===== config.mk =====
export PLATFORM = sky130hd
export DESIGN_NAME = alu_multicycle
export DESIGN_NICKNAME = d
export VERILOG_FILES = /design/src/rtl/alu_multicycle.sv
export SDC_FILE = /design/constraint.sdc
export NUM_CORES = 1
export LEC_CHECK = 0
export CORE_MARGIN = 2
export CORE_UTILIZATION = 35
export CTS_BUF_LIST = sky130_fd_sc_hd__clkbuf_8
export DETAILED_ROUTE_END_ITERATION = 12
export PLACE_DENSITY_LB_ADDON = 0.12
export SLEW_MARGIN = 20
export SYNTH_ARGS = -nofsm -noshare
export SYNTH_HDL_FRONTEND = slang
export SYNTH_SLANG_ARGS = --single-unit

===== constraint.sdc =====
create_clock -name clk -period 6.5 [get_ports clk]
set_clock_uncertainty 0.2 [all_clocks]
set_input_delay 0.65 -clock clk [delete_from_list [all_inputs] [get_ports clk]]
set_output_delay 0.65 -clock clk [all_outputs]
set_load 0.02 [all_outputs]

===== src/rtl/alu_multicycle.sv =====
// alu_multicycle: registered WIDTH-bit ALU with a start/done handshake and
// iterative multiply/divide into HI/LO (MULT/MULTU/DIV/DIVU/MFHI/MFLO).
//
// Handshake: a request is accepted on a rising edge where start=1 and
// busy=0. Operands and opcode are captured at that edge. done pulses for
// exactly one cycle when ALUResult/Zero (and HI/LO for iterative ops) have
// been written. A start while busy=1 is dropped. A new request may be
// accepted on the edge where done is high.
//
// Optional feature macro: ALU_DIV_EN. When it is defined, the restoring
// divider is built and DIV/DIVU run iteratively. When it is undefined,
// opcodes 1010/1011 behave like undefined opcodes.
module alu_multicycle #(
    parameter int WIDTH = 32,
    parameter int SHW   = $clog2(WIDTH)
) (
    input  logic             clk,
    input  logic             reset,
    input  logic             start,
    input  logic [3:0]       ALUOperation,
    input  logic [WIDTH-1:0] A,
    input  logic [WIDTH-1:0] B,
    input  logic [SHW-1:0]   shamt,
    output logic             busy,
    output logic             done,
    output logic [WIDTH-1:0] ALUResult,
    output logic             Zero,
    output logic [WIDTH-1:0] HI,
    output logic [WIDTH-1:0] LO,
    output logic [1:0]       state_dbg
);

    typedef enum logic [1:0] {S_IDLE = 2'd0, S_RUN = 2'd1, S_DONE = 2'd2} state_t;

    state_t               state;
    logic [SHW-1:0]       cnt;
    // Shared datapath register: {partial product} for multiply,
    // {remainder, dividend/quotient} for divide.
    logic [2*WIDTH-1:0]   acc;
    logic [2*WIDTH-1:0]   acc_next;
    logic [2*WIDTH-1:0]   acc_fix;
    logic [WIDTH-1:0]     mcand;
    logic                 neg_lo;
    logic [WIDTH:0]       sum;
    logic                 is_iter;
    logic                 op_sgn;
    logic [WIDTH-1:0]     mag_a;
    logic [WIDTH-1:0]     mag_b;
    logic [WIDTH-1:0]     sc_result;
    logic [WIDTH-1:0]     fin_hi;
    logic [WIDTH-1:0]     fin_lo;
`ifdef ALU_DIV_EN
    logic                 is_div;
    logic                 div0;
    logic                 neg_hi;
    logic [WIDTH-1:0]     a_orig;
    logic [WIDTH:0]       diff;
`endif

    assign state_dbg = state;
    assign op_sgn    = ALUOperation[0];
    assign mag_a     = (op_sgn && A[WIDTH-1]) ? -A : A;
    assign mag_b     = (op_sgn && B[WIDTH-1]) ? -B : B;

`ifdef ALU_DIV_EN
    assign is_iter = (ALUOperation[3:2] == 2'b10);
`else
    assign is_iter = (ALUOperation[3:1] == 3'b100);
`endif

    // Single-cycle result for the currently presented opcode.
    always_comb begin
        sc_result = '0;
        case (ALUOperation)
            4'b0000: sc_result = A & B;
            4'b0001: sc_result = A | B;
            4'b0010: sc_result = ~(A | B);
            4'b0011: sc_result = A + B;
            4'b0100: sc_result = A - B;
            4'b0101: sc_result = A << shamt;
            4'b0110: sc_result = A >> shamt;
            4'b0111: sc_result = {B[WIDTH/2-1:0], {(WIDTH/2){1'b0}}};
            4'b1100: sc_result = HI;
            4'b1101: sc_result = LO;
            default: sc_result = '0;
        endcase
    end

    // One shift-add (multiply) or restoring-subtract (divide) step.
    always_comb begin
        sum      = {1'b0, acc[2*WIDTH-1:WIDTH]} + {1'b0, mcand};
        acc_next = acc[0] ? {sum, acc[WIDTH-1:1]} : {1'b0, acc[2*WIDTH-1:1]};
`ifdef ALU_DIV_EN
        diff = {acc[2*WIDTH-1:WIDTH], acc[WIDTH-1]} - {1'b0, mcand};
        if (is_div) begin
            acc_next = diff[WIDTH] ? {acc[2*WIDTH-2:0], 1'b0}
                                   : {diff[WIDTH-1:0], acc[WIDTH-2:0], 1'b1};
        end
`endif
    end

    // Sign fix-up and special cases applied to the last step's value.
    always_comb begin
        acc_fix = neg_lo ? -acc_next : acc_next;
        fin_hi  = acc_fix[2*WIDTH-1:WIDTH];
        fin_lo  = acc_fix[WIDTH-1:0];
`ifdef ALU_DIV_EN
        if (is_div) begin
            if (div0) begin
                fin_hi = a_orig;
                fin_lo = '1;
            end else begin
                fin_lo = neg_lo ? -acc_next[WIDTH-1:0] : acc_next[WIDTH-1:0];
                fin_hi = neg_hi ? -acc_next[2*WIDTH-1:WIDTH] : acc_next[2*WIDTH-1:WIDTH];
            end
        end
`endif
    end

    // Control FSM with registered outputs; IDLE and DONE both accept requests.
    always_ff @(posedge clk or posedge reset) begin
        if (reset) begin
            state     <= S_IDLE;
            cnt       <= '0;
            acc       <= '0;
            mcand     <= '0;
            neg_lo    <= 1'b0;
            busy      <= 1'b0;
            done      <= 1'b0;
            ALUResult <= '0;
            Zero      <= 1'b1;
            HI        <= '0;
            LO        <= '0;
`ifdef ALU_DIV_EN
            is_div    <= 1'b0;
            div0      <= 1'b0;
            neg_hi    <= 1'b0;
            a_orig    <= '0;
`endif
        end else begin
            case (state)
                S_RUN: begin
                    acc <= acc_next;
                    cnt <= cnt + SHW'(1);
                    if (cnt == {SHW{1'b1}}) begin
                        HI        <= fin_hi;
                        LO        <= fin_lo;
                        ALUResult <= fin_lo;
                        Zero      <= (fin_lo == '0);
                        busy      <= 1'b0;
                        done      <= 1'b1;
                        state     <= S_DONE;
                    end
                end
                default: begin
                    done  <= 1'b0;
                    state <= S_IDLE;
                    if (start) begin
                        if (is_iter) begin
                            state  <= S_RUN;
                            busy   <= 1'b1;
                            cnt    <= '0;
                            neg_lo <= op_sgn && (A[WIDTH-1] ^ B[WIDTH-1]);
                            mcand  <= mag_a;
                            acc    <= {{WIDTH{1'b0}}, mag_b};
`ifdef ALU_DIV_EN
                            is_div <= ALUOperation[1];
                            div0   <= (B == '0);
                            neg_hi <= op_sgn && A[WIDTH-1];
                            a_orig <= A;
                            if (ALUOperation[1]) begin
                                mcand <= mag_b;
                                acc   <= {{WIDTH{1'b0}}, mag_a};
                            end
`endif
                        end else begin
                            ALUResult <= sc_result;
                            Zero      <= (sc_result == '0);
                            done      <= 1'b1;
                        end
                    end
                end
            endcase
        end
    end

endmodule

=== Word level (Yosys, flattened, before mapping) ===
Cells that the tools add are included.

* Bits of input ports: 76
* Latch bits: 0
* Bits in registers: 203
* Output and inout bits: 101
* Logic and storage cells: 83
* Memory bits (read-only): 0
* Bits in writable memories: 0
* Memories: 0

* Shift-type cells: 2
* Divide/modulo/power cells: 0
* $mul: 0
* Reduce and logical (&&, ||, !) cells: 13
* $lt $le $gt $ge: 0
* Equality and inequality tests: 14
* Bitwise gates (word level): 5
* Add/subtract/negate cells: 7
* Mux-type cells: 31

{| class="wikitable"
|+ Operators with widths
! operator !! count
|-
| $mux 64 || 5
|-
| $pmux 32 s10 || 1
|-
| $mux 32 || 6
|-
| $logic_not 32->1 || 2
|-
| $neg 32->32 || 2
|-
| $neg 64->64 || 1
|-
| $add 32x32->33 || 1
|-
| $add 32x32->32 || 1
|-
| $and 32x32->32 || 1
|-
| $not 32->32 || 1
|-
| $or 32x32->32 || 1
|-
| $shl 32x5->32 || 1
|-
| $shr 32x5->32 || 1
|-
| $sub 32x32->32 || 1
|-
| $eq 4x3->1 const B || 4
|-
| $mux 5 || 3
|-
| $mux 1 || 14
|-
| $reduce_and 3->1 || 3
|-
| $eq 4x2->1 const B || 2
|-
| $eq 4x4->1 const B || 2
|-
| $add 5x1->5 const B || 1
|-
| $eq 5x5->1 const B || 1
|-
| $eq 4x1->1 const B || 1
|-
| $logic_not 4->1 || 1
|-
| other kinds (10) || 15
|}

=== Longest topological paths before layout ===
Gate-level depths: netlist (run 1).

* Word-level depth: 7
* Mapped depth: 23
* Depth with buffers taken out: 21

=== Worst setup path before layout (run 1) ===
No wires, ideal clock.

* Kind: input to register
* From: input port B[1]
* To: register Zero
* Buffers on the path: 1
* Slack: 919 ps
* Arrival: 5,275 ps
* Setup time: 105 ps
* Data required time: 6,195 ps
* Stages on the path: 21
* Cells stage by stage: inv_1 > ha_1 > or3b_2 > nor4_1 > nand3_1 > nor3_1 > nand2b_1 > or4_1 > nand2_1 > xor2_1 > ha_1 > clkbuf_1 > a21oi_1 > or3_1 > o211ai_1 > a211oi_1 > o311ai_0 > or4_1 > nor4_1 > nand4_1 > o41ai_1

* Longest elaborated chain between the ends: 7
* Elaborated cells between the ends (all ways): 10
* Classes of those cells: add/sub (2); mux (4); bitwise (3); reduce/logical (1)

{| class="wikitable"
|+ Ends and longest elaborated chain
! element !! RTL line !! RTL
|-
| start, declared || 22 || <nowiki>input logic [WIDTH-1:0] B,</nowiki>
|-
| parallel branches: the longest is 2 deep, another holds $sub 32x32->32 || n/a ||
|-
| $pmux 32 s10 * || 74 || <nowiki>case (ALUOperation)</nowiki>
|-
| $logic_not 32->1 * || 178 || <nowiki>Zero <= (sc_result == '0);</nowiki>
|-
| $mux 1 * || 159 || <nowiki>if (is_iter) begin</nowiki>
|-
| $mux 1 * || 158 || <nowiki>if (start) begin</nowiki>
|-
| $mux 1 * || 141 || <nowiki>case (state)</nowiki>
|-
| end signal, assigned || 149 || <nowiki>Zero <= (fin_lo == '0);</nowiki>
|-
| end signal, assigned || 178 ||
|-
| end, declared || 27 || <nowiki>output logic Zero,</nowiki>
|}

Mark *: on every way between the ends. The select of a mux whose other input is x is not followed.
A chain may end at the register's enable or synchronous reset.

=== Worst setup path after layout (run 1) ===
* From: input port B[0]
* To: register Zero

The elaborated chain is that of the path after synthesis.

==> flow_summary_export.csv, run 1 <==
group,metric,value,unit
power_and_ir_drop,cellLeakagePower,10.1,nW
sta,slew_headroom,22.6,%
cts,h-tree-depth,2,
sta,grt_setup_unrepaired,"false",
logic_synthesis,ys.flop_type,"dfrtp_1",
power_and_ir_drop,vdd_drop_max,0.000346,V
logic_synthesis,synth_cell_types,102,
grt,grt_pass1_wl,163,mm
logic_synthesis,syn_area_per_cell,7.64,um^2
logic_synthesis,synthArstFlopShare,100,%
drt,wirelength,114,mm
logic_synthesis,ys_ff_latch,203,
drt,wl_per_cell,30.7,um
floorplanning,core,0.0600,mm^2
cells_and_area,final_cells,3702,
worst_setup_path,cp.arrival,6.20,ns
cts,cts_hold_buffers,0,
worst_setup_path,worstSetupPathType,"in2reg",
grt,grt_pass1_vias,21800,
power_and_ir_drop,power.density,433,mW/mm^2
worst_hold_path,hp-class,"reg2reg",
logic_synthesis,synth.most_common_cell,"nand2_1",
cells_and_area,fin_nets,3040,
floorplanning,die_w,250,um
grt,track_usage,35.7,%
floorplanning,die-height,250,um
cts,cts_setup_buffers,0,
cells_and_area,syn_to_final_growth,17.6,%
cts,clk_pin_slew,0.06,ns
cells_and_area,fillerInstances,6223,
logic_synthesis,synth_edf_count,0,
grt,grt_max_degree,137,
sta,finalCritPeriodShare,90.8,%
drt,firstDrtPassIters,8,
power_and_ir_drop,p_total,10.8,mW
run,drv_cap,0,
floorplanning,die-area,0.0624,mm^2
worst_setup_path,crit_path_end_kind,"flop",
drt,m1WireLength,50.8,mm
floorplanning,ioPinCount,177,
cts,cts_buffer_depth,3,
floorplanning,std_cell_rows,90,
logic_synthesis,synth_fp_nets,2916,
grt,antenna_found_initial,5,
cells_and_area,multi_input_area,0.0149,mm^2
cells_and_area,drive_gt1_share,12.0,%
cts,cts_tree,"done",
drt,dr.max_layer_used,"met5",
drt,wl_met2,47.5,mm
logic_synthesis,synthesis.yosys.warnings,0,
cts,cts-root-buf,"clkbuf_8",
drt,drtIter0Drc,3143,
cts,cts_resized,0,
sta,worst_slew_pin_slew,1.16,ns
logic_synthesis,yosysTopAreaCell,"dfrtp_1",
drt,vias,23500,
drt,drc,0,
logic_synthesis,yosysSeqAreaShare,24.0,%
logic_synthesis,synth_top_area_share,23.9,%
drt,met3_length,10.3,mm
cts,cts_buffers,42,
outcome,outcome,"finished clean",
worst_setup_path,startpoint_type,"input port",
logic_synthesis,yosys-top-cells-count,"nand2_1, o21ai_0, nor2_1",
place,place.gp.congestion,1.02,
cts,cts.sinks,203,
drt,postRouteAntennaNets,0,
drt,via_per_inst,6.34,
worst_setup_path,cp.required,6.80,ns
sta,drv_slew,0,
sta,min_period,5.91,ns
grt,grt-ovfl-total,0,
sta,final.setup.tns,0,ns
sta,setup_viol,0,
floorplanning,initial_utilization,35.2,%
sta,finalHoldViolCount,0,
cts,clock_latency,0.63,ns
place,hpwl,89.4,mm
logic_synthesis,synth_area_leaders,"dfrtp_1, o21ai_0, nand2_1",
logic_synthesis,syn_inst,2766,
place,dp_cells,3628,
cells_and_area,seqCellArea,0.00508,mm^2
sta,max_freq,0.169,GHz
logic_synthesis,syn_area,0.0211,mm^2
place,io_buffers,176,
worst_setup_path,cp_max_fo,6,
placed cells by master (no fill, tap or decap), drive strengths merged, types with 16 or more instances in the layout:
master,count
a21oi,200
o21ai,307
xnor2,84
dfrtp,202
o211ai,33
clkbuf,52
nor4,23
nor3,58
nand4,36
nor2,236
a221oi,16
mux2i,100
nor2b,16
mux4,36
nand2b,22
mux2,35
a21o,30
buf,151
clkdlybuf4s50,171
ha,72
a211oi,38
nand3,76
xor2,88
inv,60
or3,41
or2,16
nand2,371
a31oi,34
o31ai,31
where the power goes:
| group | leakage (nW) | switching (mW) | total, mW | internal (mW) |
|---|---|---|---|---|
| Clock | 0.475 | 0.640 | 1.37 | 0.725 |
| Combinational | 7.06 | 4.55 | 7.03 | 2.48 |
| Sequential | 2.59 | 0.603 | 2.37 | 1.76 |
| Total | 10.1 | 5.79 | 10.8 | 4.97 |
final cells by class:
cell class	instances	area share, %
multi-input combinational	2275	60.0
sequential	203	20.5
timing repair buffer	322	11.5
tap	782	3.94
clock buffer	52	2.88
inverter	46	0.725
clock inverter	19	0.433
antenna	3	0.0302
worst paths after layout:
kind | cells past startpoint | end | from | slack [ns]
max | 22 | Zero | B[0] | 0.59
min | 1 | ALUResult[1] | ALUResult[1] | 0.28
max reg2reg | 12 | HI[26] | acc[33] | 0.96
min reg2reg | 1 | ALUResult[1] | ALUResult[1] | 0.28
max in group asynchronous | 3 | ALUResult[20] | reset | 4.50
min in group asynchronous | 2 | acc[62] | reset | 0.30
layer usage:
| layer | track usage [%] | vias to the layer above |
|---|---|---|
| met4 | 14.0 | 4 |
| met5 | 0 | - |
| met1 | 52.2 | 11600 |
| met3 | 6.32 | 205 |
| met2 | 51.6 | 1287 |
| li1 | - | 10400 |
cell families after synthesis:
| group | synth area share (%) |
|---|---|
| adders and majority gates | 4.93 |
| DFF | 24.0 |
| AOI/OAI and AO/OA | 26.0 |
| xor gates and xnor gates | 7.13 |
| and+or+nand+nor | 21.8 |
| buffers and inverters | 5.67 |
| muxes | 10.4 |
state kept, by name, summed over array words and instances, names as in the netlist:
name	cells
acc	64
ALUResult	32
HI	32
LO	32
mcand	32
cnt	5
state_dbg	2
Zero	1
busy	1
done	1
neg_lo	1
metrics by stage:
| step | hold WS [ns] | utilization, % | instance area [um^2] | worst slack, ns |
|---|---|---|---|---|
| 6_report | 0.282 | 41.4 | 24900 | 0.595 |
| 3_5_place_dp | 0.274 | 40.0 | 24000 | 0.0742 |
| 4_1_cts | 0.288 | 41.4 | 24800 | 0.679 |
| 3_3_place_gp | 0.269 | 40.0 | 24000 | 0.110 |
| 2_1_floorplan | 0.265 | - | 21100 | 0.113 |
| 5_1_grt | 0.291 | 41.4 | 24900 | 0.211 |
worst max-delay path, stage by stage:
cell and delay, ns:
clkdlybuf4s50_1 0.49, inv_1 0.12, ha_1 0.17, or3b_2 0.52, nor4_1 0.40, nand3_1 0.19
nor3_1 0.28, nand2b_1 0.15, o21ai_0 0.23, xor2_1 0.32, ha_1 0.36, a21oi_1 0.22
o21bai_1 0.10, a21oi_1 0.23, or3_1 0.15, o211ai_1 0.11, a211oi_1 0.25, o311ai_0 0.21
or4_1 0.43, nor4_1 0.17, nand4_1 0.16, o41ai_1 0.28
Note: power is estimated with default switching activity, not from simulation.
==> run 2, diff against run 1 <==
--- a/config.mk
+++ b/config.mk
@@ -6,7 +6,7 @@
 export NUM_CORES = 1
 export LEC_CHECK = 0
 export CORE_MARGIN = 2
-export CORE_UTILIZATION = 35
+export CORE_UTILIZATION = 37
 export CTS_BUF_LIST = sky130_fd_sc_hd__clkbuf_8
 export DETAILED_ROUTE_END_ITERATION = 12
 export PLACE_DENSITY_LB_ADDON = 0.12
==> run 2 against run 1 <==
Compared with the run above:
- worst setup slack worse by 0.17 ns
- hold slack got worse by 0.0070 ns
- register-to-register slack improved by 0.02 ns
- wire length is 2.9% lower
- critical path type unchanged
- critical endpoint unchanged
- global-route usage is 0.84 points higher
- final cell count decreased by 0.73%
- first-iteration DRC count up 9.0%
- non-clock buffer count is the same
- critical path depth stayed put
==> flow_summary_export.csv, run 2 (synthesis results as in run 1) <==
group,metric,value,unit
floorplanning,core,0.0564,mm^2
cts,clk_pin_slew,0.06,ns
place,io_buffers,176,
cells_and_area,final_cell_mix,"nand2_1, o21ai_0, nor2_1",
sta,setup_viol,0,
floorplanning,ioPinCount,177,
run,drv_cap,0,
cts,cts_buffer_depth,3,
floorplanning,initial_utilization,37.5,%
power_and_ir_drop,power_frac_seq,22.0,%
power_and_ir_drop,cellLeakagePower,10.1,nW
drt,wl_per_cell,30.0,um
cts,cts_setup_buffers,0,
floorplanning,die-height,243,um
power_and_ir_drop,power.density,431,mW/mm^2
worst_setup_path,startpoint_type,"input port",
power_and_ir_drop,internal-power,4.98,mW
sta,grt_setup_unrepaired,"false",
worst_setup_path,slowest_delay,0.54,ns
sta,slew_headroom,19.6,%
cells_and_area,top_register,"acc",
worst_hold_path,hp-class,"in2async",
drt,firstDrtPassIters,9,
cts,cts_buffers,42,
grt,grt_max_degree,145,
power_and_ir_drop,power_switching,5.72,mW
power_and_ir_drop,p_clk_share,13.2,%
worst_setup_path,cp_max_fo,4,
drt,wirelength,110,mm
cts,cts-root-buf,"clkbuf_8",
drt,drtIter0Drc,3425,
worst_setup_path,timing.rr.end,"HI[26]",
place,hpwl,85.9,mm
worst_setup_path,r2r_start,"acc[32]",
sta,max_freq,0.165,GHz
drt,postRouteAntennaNets,0,
sta,drv_slew,0,
grt,top_usage_layer,"met1",
drt,via_per_inst,6.46,
worst_setup_path,rr_worst_depth,13,
grt,antenna_found_initial,3,
worst_setup_path,critPathSlowestCell,"or3b_2",
place,place.gp.congestion,1.03,
outcome,outcome,"finished clean",
cells_and_area,syn_to_final_growth,17.6,%
worst_setup_path,cp.arrival,6.36,ns
grt,grt_use_met2,51.8,%
cells_and_area,layout_commonest_cell,"nand2_1",
cells_and_area,fin_util,44.1,%
worst_setup_path,crit_path_cell_trace,"clkdlybuf4s50_1, inv_1, ha_1, or3b_2, nor4_2, nand3_1, nor3_1, nand2b_1, o21ai_0, xor2_1, ha_1, a21oi_1, o21bai_1, a21oi_1, or3_1, o211ai_1, a211oi_1, o311ai_0, or4_1, nor4_1, nand4_1, o41ai_1",
grt,grt-ovfl-total,0,
cts,cts.sinks,203,
grt,grt_pass1_wl,159,mm
cts,clock_latency,0.63,ns
worst_setup_path,r2r_slack,0.98,ns
cts,cts_tree,"done",
floorplanning,std_cell_rows,87,
grt,grt_use_met3,8.51,%
cts,cts_hold_buffers,0,
grt,grt_pass1_vias,21800,
worst_setup_path,cp.required,6.79,ns
cells_and_area,fin_nets,3040,
drt,drc,0,
grt,use_met1,53.3,%
worst_setup_path,crit_path_end_kind,"flop",
place,dp_cells,3602,
grt,track_usage,36.5,%
worst_setup_path,worstSetupPathType,"in2reg",
drt,vias,23700,
cells_and_area,largest_register_ffs,64,
cts,h-tree-depth,2,
floorplanning,die_w,243,um
power_and_ir_drop,combPwrFrac,64.8,%
floorplanning,die-area,0.0590,mm^2
power_and_ir_drop,vdd_drop_max,0.000380,V
sta,finalCritPeriodShare,93.5,%
sta,min_period,6.08,ns
sta,finalHoldViolCount,0,
sta,worst_slew_pin_slew,1.20,ns
power_and_ir_drop,swShare,53.4,%
cells_and_area,drive_gt1_share,12.0,%
cells_and_area,final_cells,3675,
==> run 2: per-layer routing <==
metal / part of all wire (%) / routed length, um
met5: 0.011 / 12
met4: 4.2 / 4650
met3: 11 / 11700
met2: 41 / 45200
met1: 44 / 48800
==> run 2: what timing repair did <==
action	CTS	global route
endpoints found under the setup margin	0	1
hold endpoints to repair	0	0
resized for setup	0	1
==> run 2: how the worst max path moves through the flow <==
stage                         to  slack (ns)  startpoint  cells past startpoint
finish                      Zero        0.42        B[1]                     22
global route                Zero        0.05        B[1]                     22
CTS                         Zero        0.48        B[1]                     22
detailed placement          Zero       -0.13        B[1]                     22
global placement            Zero       -0.11        B[1]                     24
floorplan           ALUResult[0]        0.11       reset                      1
==> run 2: area by class of cell <==
cell class,count,area [um^2]
Fill cell,5863,31500
Antenna cell,3,7.51
Tap cell,756,946
Inverter,46,180
Clock inverter,18,123
Clock buffer,52,716
Sequential cell,203,5080
Timing Repair Buffer,322,2860
Multi-Input combinational cell,2275,14900
==> run 2: worst max-delay path, delay by kind of cell <==
family | cells | cell delay [ns]
compound gates | 8 | 1.68
fa+ha+maj | 2 | 0.47
simple gates | 9 | 2.62
buf+inv | 2 | 0.65
xor+xnor | 1 | 0.30
==> run 2: power by group through the flow <==
stage	Combinational (mW)	Clock (mW)	Sequential (mW)
6_report	6.94	1.41	2.36
5_1_grt	7.46	1.49	2.42
4_1_cts	6.78	1.44	2.35
3_5_place_dp	6.73	0	2.37
3_3_place_gp	6.70	0	2.36
2_1_floorplan	4.19	0	2.33
==> run 2: through the flow <==
step / area, um^2 / TNS, ns / setup WS, ns / power (mW) / hold slack, ns
after floorplan: 21100 / 0 / 0.113 / 6.53 / 0.265
after global placement: 24000 / -0.188 / -0.111 / 9.06 / 0.262
after detailed placement: 24000 / -0.139 / -0.133 / 9.10 / 0.266
after CTS: 24800 / 0 / 0.484 / 10.6 / 0.270
after global routing: 24800 / 0 / 0.0533 / 11.4 / 0.307
final: 24800 / 0 / 0.424 / 10.7 / 0.275
